<file path="config.mk">
export PLATFORM = sky130hd
export DESIGN_NAME = imem_loader_flat
export DESIGN_NICKNAME = d
export VERILOG_FILES = /design/src/rtl/imem_loader_pkg.sv /design/src/rtl/imem_loader_if.sv /design/src/rtl/imem_loader_word_assembler.sv /design/src/rtl/imem_loader.sv /design/src/flat_wrapper.sv
export SDC_FILE = /design/constraint.sdc
export NUM_CORES = 1
export LEC_CHECK = 0
export ABC_AREA = 1
export CORE_MARGIN = 2
export CORE_UTILIZATION = 53
export DETAILED_ROUTE_END_ITERATION = 10
export HOLD_SLACK_MARGIN = 0.06
export PLACE_DENSITY = 0.92
export SETUP_SLACK_MARGIN = 0.02
export SLEW_MARGIN = 0
export SYNTH_ARGS = -nofsm -noshare
export SYNTH_HDL_FRONTEND = slang
export SYNTH_SLANG_ARGS = --single-unit
</file>
<file path="constraint.sdc">
create_clock -name clk_i -period 1.89 [get_ports clk_i]
set_input_delay 0.4725 -clock clk_i [delete_from_list [all_inputs] [get_ports clk_i]]
set_output_delay 0.4725 -clock clk_i [all_outputs]
set_load 0.02 [all_outputs]
</file>
<file path="src/rtl/imem_loader_pkg.sv">
`default_nettype none
// ============================================================================
// Module      : imem_loader_pkg
// Description : Shared state encoding and frame constants for imem_loader
// Revision    : 1.0 - initial release
// ============================================================================
package imem_loader_pkg;

  localparam int unsigned c_state_w = 3;

  localparam logic [c_state_w-1:0] S_HDR0 = 3'd0;
  localparam logic [c_state_w-1:0] S_HDR1 = 3'd1;
  localparam logic [c_state_w-1:0] S_DATA = 3'd2;
  localparam logic [c_state_w-1:0] S_CSUM = 3'd3;
  localparam logic [c_state_w-1:0] S_DONE = 3'd4;
  localparam logic [c_state_w-1:0] S_ERR  = 3'd5;

  localparam int unsigned HDR_BYTES      = 2;
  localparam int unsigned BYTES_PER_WORD = 4;

endpackage : imem_loader_pkg
`default_nettype wire

</file>
<file path="src/rtl/imem_loader_if.sv">
`default_nettype none
// ============================================================================
// Module      : imem_loader_if
// Description : Byte-stream handshake and instruction-memory write port
// Revision    : 1.0 - initial release
// ============================================================================
interface imem_loader_if;

  logic        byte_valid_i;
  logic [7:0]  byte_data_i;
  logic        byte_ready_o;
  logic        wr_en_o;
  logic [31:0] wr_addr_o;
  logic [31:0] wr_data_o;

  // Stream source and memory sink (bench / surrounding system)
  modport master (
    output byte_valid_i,
    output byte_data_i,
    input  byte_ready_o,
    input  wr_en_o,
    input  wr_addr_o,
    input  wr_data_o
  );

  // Loader view
  modport slave (
    input  byte_valid_i,
    input  byte_data_i,
    output byte_ready_o,
    output wr_en_o,
    output wr_addr_o,
    output wr_data_o
  );

endinterface : imem_loader_if
`default_nettype wire

</file>
<file path="src/rtl/imem_loader_word_assembler.sv">
`default_nettype none
// ============================================================================
// Module      : word_assembler
// Description : 8-to-32 big-endian shift register; pulses word_valid for one
//               cycle with the completed word, which then holds.
// Revision    : 1.0 - initial release
// ============================================================================
module word_assembler
  import imem_loader_pkg::*;
(
  input  wire logic        clk,
  input  wire logic        rst_n,
  input  wire logic        clear,
  input  wire logic        byte_en,
  input  wire logic [7:0]  byte_data,
  output logic [1:0]       byte_idx,
  output logic             word_valid,
  output logic [31:0]      word
);

  logic [23:0] r_shift;
  logic [1:0]  r_idx;
  logic        r_word_valid;
  logic [31:0] r_word;

  localparam logic [1:0] c_last_idx = 2'(BYTES_PER_WORD - 1);

  // Shift in bytes MSB first; the fourth byte completes the word.
  always_ff @(posedge clk) begin
    if (!rst_n) begin
      r_shift      <= '0;
      r_idx        <= '0;
      r_word_valid <= 1'b0;
      r_word       <= '0;
    end else if (clear) begin
      // The last word stays visible on the write bus; only the partial
      // word and the pulse are discarded.
      r_shift      <= '0;
      r_idx        <= '0;
      r_word_valid <= 1'b0;
    end else begin
      r_word_valid <= 1'b0;
      if (byte_en) begin
        if (r_idx == c_last_idx) begin
          r_word       <= {r_shift, byte_data};
          r_word_valid <= 1'b1;
          r_idx        <= '0;
        end else begin
          r_shift <= {r_shift[15:0], byte_data};
          r_idx   <= r_idx + 2'd1;
        end
      end
    end
  end

  assign byte_idx   = r_idx;
  assign word_valid = r_word_valid;
  assign word       = r_word;

endmodule : word_assembler
`default_nettype wire

</file>
<file path="src/rtl/imem_loader.sv">
`default_nettype none
// ============================================================================
// Module      : imem_loader
// Description : Receives a framed byte stream (count, data, XOR checksum),
//               writes big-endian words to instruction memory and releases
//               the CPU only after a load with a good checksum.
// Revision    : 1.0 - initial release
// ============================================================================
module imem_loader
  import imem_loader_pkg::*;
#(
  parameter int unsigned DEPTH     = 128,
  parameter logic [31:0] BASE_ADDR = 32'd0
) (
  input  wire logic        clk_i,
  input  wire logic        rst_i,
  input  wire logic        restart_i,
  imem_loader_if.slave     bus,
  output logic             cpu_start_o,
  output logic             err_o,
  output logic [15:0]      words_loaded_o
);

  localparam logic [1:0] c_last_idx = 2'(BYTES_PER_WORD - 1);

  logic [c_state_w-1:0] r_state;
  logic [c_state_w-1:0] w_state_next;
  logic [7:0]           r_count_hi;
  logic [15:0]          r_count;
  logic [7:0]           r_csum;
  logic [15:0]          r_words;
  logic [31:0]          r_wr_addr;
  logic                 r_cpu_start;
  logic                 r_err;

  logic                 w_ready;
  logic                 w_fire;
  logic                 w_restart;
  logic                 w_data_byte;
  logic                 w_word_done;
  logic                 w_last_word;
  logic [15:0]          w_hdr_count;
  logic [1:0]           w_byte_idx;
  logic                 w_word_valid;
  logic [31:0]          w_word;

  assign w_fire      = bus.byte_valid_i && w_ready;
  assign w_restart   = restart_i && ((r_state == S_DONE) || (r_state == S_ERR));
  assign w_data_byte = w_fire && (r_state == S_DATA);
  assign w_word_done = w_data_byte && (w_byte_idx == c_last_idx);
  assign w_last_word = (r_words == (r_count - 16'd1));
  assign w_hdr_count = {r_count_hi, bus.byte_data_i};

  word_assembler u_asm (
    .clk        (clk_i),
    .rst_n      (rst_i),
    .clear      (w_restart),
    .byte_en    (w_data_byte),
    .byte_data  (bus.byte_data_i),
    .byte_idx   (w_byte_idx),
    .word_valid (w_word_valid),
    .word       (w_word)
  );

  // State register
  always_ff @(posedge clk_i) begin
    if (!rst_i) begin
      r_state <= S_HDR0;
    end else begin
      r_state <= w_state_next;
    end
  end

  // Next-state decode; all transitions except restart need an accepted byte
  always_comb begin
    w_state_next = r_state;
    case (r_state)
      S_HDR0: if (w_fire) w_state_next = S_HDR1;
      S_HDR1: begin
        if (w_fire) begin
          if (32'(w_hdr_count) > 32'(DEPTH)) begin
            w_state_next = S_ERR;
          end else if (w_hdr_count == 16'd0) begin
            w_state_next = S_CSUM;
          end else begin
            w_state_next = S_DATA;
          end
        end
      end
      S_DATA: if (w_word_done && w_last_word) w_state_next = S_CSUM;
      S_CSUM: begin
        if (w_fire) begin
          w_state_next = (bus.byte_data_i == r_csum) ? S_DONE : S_ERR;
        end
      end
      S_DONE, S_ERR: if (w_restart) w_state_next = S_HDR0;
      default: w_state_next = S_HDR0;
    endcase
  end

  // Output decode: the loader takes bytes in every framing state
  always_comb begin
    w_ready = 1'b0;
    case (r_state)
      S_HDR0, S_HDR1, S_DATA, S_CSUM: w_ready = 1'b1;
      default:                        w_ready = 1'b0;
    endcase
  end

  // Header, checksum, word counter and write address
  always_ff @(posedge clk_i) begin
    if (!rst_i) begin
      r_count_hi <= '0;
      r_count    <= '0;
      r_csum     <= '0;
      r_words    <= '0;
      r_wr_addr  <= BASE_ADDR;
    end else if (w_restart) begin
      r_count_hi <= '0;
      r_count    <= '0;
      r_csum     <= '0;
      r_words    <= '0;
      r_wr_addr  <= BASE_ADDR;
    end else begin
      if (w_fire && (r_state == S_HDR0)) r_count_hi <= bus.byte_data_i;
      if (w_fire && (r_state == S_HDR1)) r_count    <= w_hdr_count;
      if (w_data_byte) r_csum <= r_csum ^ bus.byte_data_i;
      // Address and count update on the same edge that raises the strobe
      if (w_word_done) begin
        r_wr_addr <= BASE_ADDR + {14'd0, r_words, 2'b00};
        r_words   <= r_words + 16'd1;
      end
    end
  end

  // Registered status flags follow the state the FSM is entering
  always_ff @(posedge clk_i) begin
    if (!rst_i) begin
      r_cpu_start <= 1'b0;
      r_err       <= 1'b0;
    end else begin
      r_cpu_start <= (w_state_next == S_DONE);
      r_err       <= (w_state_next == S_ERR);
    end
  end

  assign bus.byte_ready_o = w_ready;
  assign bus.wr_en_o      = w_word_valid;
  assign bus.wr_data_o    = w_word;
  assign bus.wr_addr_o    = r_wr_addr;
  assign cpu_start_o      = r_cpu_start;
  assign err_o            = r_err;
  assign words_loaded_o   = r_words;

endmodule : imem_loader
`default_nettype wire

</file>
<file path="src/flat_wrapper.sv">
// flat-port wrapper written by rule: the top's interface ports become plain ports
module imem_loader_flat import imem_loader_pkg::*;
#(
  parameter int unsigned DEPTH     = 128,
  parameter logic [31:0] BASE_ADDR = 32'd0
)
  (clk_i, rst_i, restart_i, cpu_start_o, err_o, words_loaded_o, bus_byte_valid_i, bus_byte_data_i, bus_byte_ready_o, bus_wr_en_o, bus_wr_addr_o, bus_wr_data_o);
  imem_loader_if bus_i ();
  input  wire logic clk_i;
  input  wire logic rst_i;
  input  wire logic restart_i;
  output logic cpu_start_o;
  output logic err_o;
  output logic [15:0] words_loaded_o;
  input wire logic [$bits(bus_i.byte_valid_i)-1:0] bus_byte_valid_i;
  input wire logic [$bits(bus_i.byte_data_i)-1:0] bus_byte_data_i;
  output wire logic [$bits(bus_i.byte_ready_o)-1:0] bus_byte_ready_o;
  output wire logic [$bits(bus_i.wr_en_o)-1:0] bus_wr_en_o;
  output wire logic [$bits(bus_i.wr_addr_o)-1:0] bus_wr_addr_o;
  output wire logic [$bits(bus_i.wr_data_o)-1:0] bus_wr_data_o;
  assign bus_i.byte_valid_i = bus_byte_valid_i;
  assign bus_i.byte_data_i = bus_byte_data_i;
  assign bus_byte_ready_o = bus_i.byte_ready_o;
  assign bus_wr_en_o = bus_i.wr_en_o;
  assign bus_wr_addr_o = bus_i.wr_addr_o;
  assign bus_wr_data_o = bus_i.wr_data_o;
  imem_loader #(.DEPTH(DEPTH), .BASE_ADDR(BASE_ADDR)) u_core (.clk_i(clk_i), .rst_i(rst_i), .restart_i(restart_i), .bus(bus_i), .cpu_start_o(cpu_start_o), .err_o(err_o), .words_loaded_o(words_loaded_o));
endmodule
</file>
-- Yosys cells after proc, flatten, opt, wreduce, memory -nomap -nowiden
Cells that the tools add are included.
- $add $sub $neg: 3
- $lt $le $gt $ge: 1
- equality and inequality tests: 10
- multiplexer cells: 12
- bitwise gates (word level): 5
- reductions and logical operators: 16
- operator list (operator ; count):
    two-way mux 3 bit ; 6
    adder 16 x 1 -> 16 bit, second input constant ; 1
    equality test 16 bit ; 1
    greater-than comparator 16 x 8 -> 1 bit, second input constant ; 1
    zero test 16 bit ; 1
    subtractor 16 x 1 -> 16 bit, second input constant ; 1
    case mux 3 bit (5 select lines) ; 1
    equality test 3 bit, second input constant ; 4
    equality test 8 bit ; 1
    bitwise XOR 8 bit ; 1
    logical AND 1 bit ; 7
    equality test 3 x 2 -> 1 bit, second input constant ; 2
    two-way mux 1 bit ; 4
    inverter 1 bit ; 4
    OR reduction 2 bit ; 2
    OR reduction 4 bit ; 1
    equality test 3 x 1 -> 1 bit, second input constant ; 1
    zero test 3 bit ; 1
    AND reduction 3 bit ; 1
    OR reduction 3 bit ; 1
    adder 2 x 1 -> 2 bit, second input constant ; 1
    equality test 2 bit, second input constant ; 1
    two-way mux 2 bit ; 1
    AND reduction 2 bit ; 1
    logical OR 1 bit ; 1
- bits in registers: 128
- input port bits: 12
- output and inout port bits: 84
- logic and storage cells: 59

-- Depth between registers and ports, before layout
Gate-level depths: netlist (run 1).
- depth in word-level cells: 10
- depth in mapped cells: 14
- depth with buffers taken out: 14

-- By module
From an unflattened synthesis (run 1), not the netlist that was laid out.
- cell total of the unflattened synthesis: 850
- area total of the unflattened synthesis: 5850.6 µm²
- by module, submodules not included (module ; instances ; cells each ; area an instance (µm²) ; sequential area each (µm²)):
    imem_loader ; 1 ; 525 ; 3580.9 ; 1381.3
    word_assembler ; 1 ; 325 ; 2269.7 ; 1181.1

-- Least setup slack after synthesis (run 1)
Ideal clock, no wire load.
- path kind: reg-to-reg
- from: register u_core.r_words[1], in the netlist u_core.words_loaded_o[1]
- to: register u_core.r_words[12], in the netlist u_core.words_loaded_o[12]
- setup time: 121 ps
- arrival time: 1527 ps
- required time: 1769 ps
- setup slack: 242 ps
- stages on the path, launching flop included: 9
- buffers on the path: 0
- clock period less this slack: 1648 ps
- path through: dfxtp_1 ha_1 inv_1 nor4_1 nand2_1 nor3_4 nand2_1 o21ai_0 a21oi_1
- word-level cells in the longest chain between the ends: 1
- RTL lines (element ; line ; RTL):
    from (decl) ; imem_loader.sv:31 ; logic [15:0] r_words;
    from (signal assigned) ; imem_loader.sv:131 ; r_words <= r_words + 16'd1;
    adder 16 x 1 -> 16 bit ; imem_loader.sv:131 ;
Every way passes these cells.
A chain may end at the register's enable or synchronous reset.

-- Worst setup path in the final report (run 1)
- from: register u_core.r_count[3]
- to: register u_core.r_state[0]
- word-level cells in the longest chain between the ends: 5
- RTL lines (element ; line ; RTL):
    from (decl) ; imem_loader.sv:29 ; logic [15:0] r_count;
    from (signal assigned) ; imem_loader.sv:126 ; if (w_fire && (r_state == S_HDR1)) r_count <= w_hdr_count;
    subtractor 16 x 1 -> 16 bit ; imem_loader.sv:51 ; assign w_last_word = (r_words == (r_count - 16'd1));
    equality test 16 bit ; imem_loader.sv:51 ;
    logical AND 1 bit ; imem_loader.sv:90 ; S_DATA: if (w_word_done && w_last_word) w_state_next = S_CSUM;
    two-way mux 3 bit ; imem_loader.sv:90 ;
    case mux 3 bit (5 select lines) ; imem_loader.sv:77 ; case (r_state)
    to (signal assigned) ; imem_loader.sv:70 ; r_state <= w_state_next;
    to (decl) ; imem_loader.sv:26 ; logic [c_state_w-1:0] r_state;
Every way passes these cells.

==> run metrics, run 1 <==
Data arrival, critical path=2.33 ns; Synth top area share=45.9%; H-tree depth=4; IO Port Bufs=79; Core Util, Final=71.8%; Period Utilization, post-route=99.2%; synthesis warning total=0; die area=11400 µm²; Fmax=533 MHz; TritonCTS Buffers=17; hold crit path type=reg -> reg; gr ovfl total=0; largest net degree at the start of global routing=53; initial antenna violation count=0; FFs w/ async S/R, synth=0%; total number of vias=5739; Mapped Cells=760; antenna cells=0; Tmin final=1.87 ns; Max VDD drop=0.584 mV; starting density of the core=54.3%; drt first pass iters=7; synthesis-to-layout area growth=32.2%; final setup violation count=0; Post-synth EDFFs=0; DRC Markers=0; Top-Level Pins=96; area of the multi-input gates=2630 µm²; number of synthesized register bits=128; Pleak=3.36 nW; Final Cell Area=7370 µm²; worst hold slack=0.455 ns; Crit. End Element=flop; CTS tree=yes; Std-Cell Rows=37; count leader, synth=nand2_1; post-DP HPWL=10200 µm; Seq. cell area=2570 µm²; Fin Clk Skew=0.00842 ns; Synth area leaders=dfxtp_1 (46%), nand2_1 (12%), a21oi_1 (9.9%), o21ai_0 (5.2%), nor2_1 (4.5%); max_cap viols=0; NumNets Final=883; Mean Syn Cell Area=7.34 µm²; hold-fix buffers at CTS=0; Placed Area=6750 µm²; die height=107 µm; Post-synth top cells=nand2_1 (182), dfxtp_1 (128), a21oi_1 (110), nor2_1 (67), o21ai_0 (58); outcome=finished, final reports clean; Startpoint Class=flop; Power, Total=7.18 mW; Die X=107 µm; Fin. Hold Viols=0; total track usage=29.2%; root buf cell=clkbuf_8; TritonCTS Sinks=128; final WL=16700 µm; worst skew pair latency=0.52 ns; vias per inst=5.64; Filler cells=715; Power Dens Cells=973 nW/µm²; synthesized cell area=5580 µm²; area of the core=10300 µm²; crit path max fanout=6; Netlist cell types=30; GP Congestion=0.930; fin. max-slew vios=0; Post-DRT Antenna Nets=0; fraction of layout cells with a size suffix above 1=11.9%; Clock Tree Buf Depth=2; Cells after DPL=983; Top FF cell, synth=dfxtp_1; drt initial violations=658; vias in the first global route=5295; WL/cell=16.4 µm; Required @ worst endpoint=2.35 ns; Reg clk slew, reported paths=0.06 ns; worst slew pin tran=0.584 ns; relative slew slack=60.7%; post-synth top area cell=dfxtp_1; Seq/Total Area, Yosys=45.9%; final instance count without filler cells=1017; first-pass GRT wire length=26200 µm; Crit Path Class=reg -> reg
[placed cells by master, fill, tap and decap left out, drive strengths merged]
master         Yosys  final
dfxtp            128    128
dlygate4sd2        0     68
nor3              12     12
nand2            183    183
bufinv             0      4
clkbuf            18     19
clkdlybuf4s50      0     11
a21oi            110    110
nor4               2      2
xnor2             12     12
buf               33     46
conb               1     16
o21ai             60     60
a21boi             1      1
clkinv             0      4
ha                 3      3
inv               57     62
xor2              14     14
nand3b             5      5
nor2              72     72
nand4              4      4
nand3             45     45
[worst max-delay path, stage by stage, from the launching register on]
cell	delay (ns)
dfxtp_1	0.40
nor2_1	0.21
nand2_2	0.14
o21ai_1	0.25
nand2_1	0.11
nand2_1	0.08
nand2_1	0.07
nor2_1	0.11
nand3_1	0.09
nor2_2	0.16
nor2_1	0.08
nor2_1	0.09
[sequential cells by signal, summed over array words and instances (netlist names), 2 cells and up]
register               cells
u_core.u_asm.word         32
u_core.u_asm.r_shift      24
u_core.bus.wr_addr_o      16
u_core.r_count            16
u_core.words_loaded_o     16
u_core.r_count_hi          8
u_core.r_csum              8
u_core.r_state             3
u_core.u_asm.byte_idx      2
[per-stage QoR]
stage,worst slack [ns],TNS [ns]
detailed placement,-0.153,-4.79
floorplan,0.242,0
global route,-0.106,-0.257
finish,0.0154,0
global placement,-0.117,-1.45
CTS,0.0334,0
[layout make-up]
type / instances / area share [%]
sequential: 128 / 34.8
clock buffer: 19 / 5.99
tap: 136 / 2.31
multi-input combinational: 539 / 35.6
inverter: 57 / 2.94
clock inverter: 13 / 2.68
timing repair buffer: 125 / 15.6
[layer usage]
metal | track usage, % | up-vias | part of all wire, % | routed length, µm
li1 | - | 2672 | - | -
met1 | 36.7 | 2646 | 40 | 6730
met2 | 47.9 | 364 | 48 | 8000
met3 | 7.23 | 57 | 8.2 | 1370
met4 | 12.6 | 0 | 3.5 | 588
met5 | 0 | - | 0 | 0
[path summary, 6_finish.rpt]
check | from | end | slack, ns | depth (start not counted)
worst min register to register | u_core.u_asm.r_shift[19]$_SDFFE_PP0P_ | u_core.u_asm.word[27]$_SDFFE_PN0P_ | 0.45 | 2
worst max register to register | u_core.r_count[3]$_SDFFE_PP0P_ | u_core.r_state[0]$_SDFF_PN0_ | 0.02 | 11
worst min-delay path | u_core.u_asm.r_shift[19]$_SDFFE_PP0P_ | u_core.u_asm.word[27]$_SDFFE_PN0P_ | 0.45 | 2
worst max-delay path | u_core.r_count[3]$_SDFFE_PP0P_ | u_core.r_state[0]$_SDFF_PN0_ | 0.02 | 11
[cells by family (layout without fill, tap and decap cells)]
kind of cell | after synthesis | in the layout | synth area share [%]
AO/OA/AOI/OAI | 171 | 171 | 15.4
AND/OR/NAND/NOR | 323 | 323 | 25.0
flip-flops | 128 | 128 | 45.9
other | 1 | 16 | 0.0672
adder cells (fa/ha/maj) | 3 | 3 | 0.673
XOR/XNOR | 26 | 26 | 4.08
buffers and inverters | 108 | 214 | 8.88
[timing repair]
action                                  CTS  global route
endpoints found under the setup margin   68             6
gates cloned                              0             0
setup buffers                             0             2
gates resized for setup                  69            18
pin swaps                                 0             2
[power by group]
group | internal, mW | switching, mW | total [mW] | leakage [nW]
logic | 0.302 | 0.509 | 0.811 | 2.01
clock network | 2.24 | 1.30 | 3.55 | 0.316
registers | 2.76 | 0.0615 | 2.82 | 1.04
total | 5.30 | 1.87 | 7.18 | 3.36
(Power assumes the default switching activity.)
==> inputs of run 2 (changes only) <==
==> constraint.sdc (replaced) <==
create_clock -name clk_i -period 2 [get_ports clk_i]
set_input_delay 0.5 -clock clk_i [delete_from_list [all_inputs] [get_ports clk_i]]
set_output_delay 0.5 -clock clk_i [all_outputs]
set_load 0.02 [all_outputs]
==> run 2 against run 1 <==
- hold slack improved by 0.0064 ns
- global-route usage down 0.35 points
- sequential power down 6%
- clock skew decreased by 0.0020 ns
- total power down 13%
- sequential share of layout area up 0.24 points
- critical endpoint is now bus_wr_data_o[1]
==> run metrics, run 2 (synthesized netlist as in run 1, its figures left out) <==
outcome=finished, final reports clean; Max VDD drop=0.565 mV; most frequent cells in the layout=nand2_1 (181), dfxtp_1 (128), a21oi_1 (110); Reg clk slew, reported paths=0.06 ns; final WL=16400 µm; most used routing layer=met2; max_cap viols=0; Placement Setup Slack=-0.127 ns; relative slew slack=62.8%; hold crit path type=reg -> reg; grt met3 use=6.14%; hold-fix buffers at CTS=0; Std-Cell Rows=37; Post-DRT Antenna Nets=0; max reg flops=32; die area=11400 µm²; fraction of layout cells with a size suffix above 1=10.4%; post-route setup slack=0.0334 ns; root buf cell=clkbuf_8; Fmax=509 MHz; RSZ-0062 raised after global routing=true; met1 GRT Util=35.8%; worst slew pin tran=0.552 ns; starting density of the core=54.3%; worst path bufs/invs=1; post-DP HPWL=10500 µm; largest net degree at the start of global routing=67; Filler cells=711; Clock Tree Buf Depth=2; Period Utilization, post-route=98.3%; Crit path max-delay family=buffers and inverters; Fin Clk Skew=0.00637 ns; worst r2r path cells=14; worst path cell trace=clkdlybuf4s50_1; H-tree depth=4; final instance count without filler cells=1014; Setup TNS Final=0 ns; DRC Markers=0; worst skew pair latency=0.53 ns; gr ovfl total=0; Fin. Hold Viols=0; total number of vias=5715; area of the core=10300 µm²; Data arrival, critical path=1.47 ns; commonest non-fill, non-tap cell in the layout=nand2_1; synthesis-to-layout area growth=30.9%; routing usage on met2=47.8%; Power Dens Cells=853 nW/µm²; drt initial violations=587; vias per inst=5.64; crit path max fanout=2; total track usage=28.9%; IO Port Bufs=79; WL/cell=16.2 µm; TritonCTS Sinks=128; Startpoint Class=flop; Die X=107 µm; Top-Level Pins=96; Core Util, Final=71.0%; final setup violation count=0; TritonCTS Buffers=17; Cells after DPL=982; vias in the first global route=5340; Tmin final=1.97 ns; fin. max-slew vios=0; first-pass GRT wire length=25900 µm; NumNets Final=880; CTS tree=yes; Crit Path Class=reg -> out; Crit. End Element=primary output; antenna cells=0; critical path depth=1; Hold Crit Depth=2; initial antenna violation count=0; die height=107 µm; drt first pass iters=7; GP Congestion=0.933; CP max stage delay=0.60 ns; Pleak=3.68 nW; Required @ worst endpoint=1.50 ns; CP max-delay cell=clkdlybuf4s50_1
## run 2: per-layer routing
layer	vias up	share of wire, %
met1	2638	39
met5	-	0
met2	363	48
met3	63	9.9
li1	2651	-
met4	0	3.8
## run 2: per-stage QoR
step | total power, mW | cell area, µm² | hold slack, ns
2_1_floorplan | 3.20 | 5640 | 0.439
3_3_place_gp | 3.37 | 6700 | 0.447
3_5_place_dp | 3.39 | 6700 | 0.454
4_1_cts | 6.19 | 7210 | 0.462
5_1_grt | 6.42 | 7300 | 0.485
6_report | 6.23 | 7300 | 0.461
## run 2: what timing repair did
item / 4_1_cts / 5_1_grt
setup endpoints to repair: 33 / 34
resized for setup: 33 / 38
buffers inserted: 0 / 0
## run 2: final cells by class
cell class / instances / area [µm²] / area share [%]
clock buffers: 21 / 449 / 6.15
clock inverters: 11 / 95.1 / 1.30
inverters: 57 / 216 / 2.96
multi-input cells: 539 / 2600 / 35.6
flip-flops and latches: 128 / 2560 / 35.1
well taps: 136 / 170 / 2.33
repair buffers: 122 / 1210 / 16.6
## run 2: power by group
group	internal (mW)	switching, mW	total, mW	leakage, nW
clock	1.62	1.22	2.84	0.258
sequential	2.60	0.0589	2.66	1.03
combinational	0.256	0.471	0.727	2.38
total	4.48	1.75	6.23	3.68
## run 2: worst paths after layout
| path | startpoint | to | slack (ns) |
|---|---|---|---|
| worst max-delay path | u_core.u_asm.word[1]$_SDFFE_PN0P_ | bus_wr_data_o[1] | 0.03 |
| worst min-delay path | u_core.u_asm.r_shift[20]$_SDFFE_PP0P_ | u_core.u_asm.word[28]$_SDFFE_PN0P_ | 0.46 |
| worst max register to register | u_core.r_count[0]$_SDFFE_PP0P_ | u_core.err_o$_SDFF_PN0_ | 0.10 |
| worst min register to register | u_core.u_asm.r_shift[20]$_SDFFE_PP0P_ | u_core.u_asm.word[28]$_SDFFE_PN0P_ | 0.46 |
## run 2: worst min-delay path, cell delays in order (launching register included)
cell and delay (ns):
dfxtp_1 0.31, nand2_1 0.06, a21oi_1 0.05
==> inputs of run 3 (changes only) <==
--- a/config.mk
+++ b/config.mk
@@ -12,7 +12,7 @@
 export HOLD_SLACK_MARGIN = 0.06
 export PLACE_DENSITY = 0.92
 export SETUP_SLACK_MARGIN = 0.02
-export SLEW_MARGIN = 0
+export SLEW_MARGIN = 40
 export SYNTH_ARGS = -nofsm -noshare
 export SYNTH_HDL_FRONTEND = slang
 export SYNTH_SLANG_ARGS = --single-unit
==> results of run 3 <==
Same layout as run 2: the final DEF is identical, and so are final timing and power.
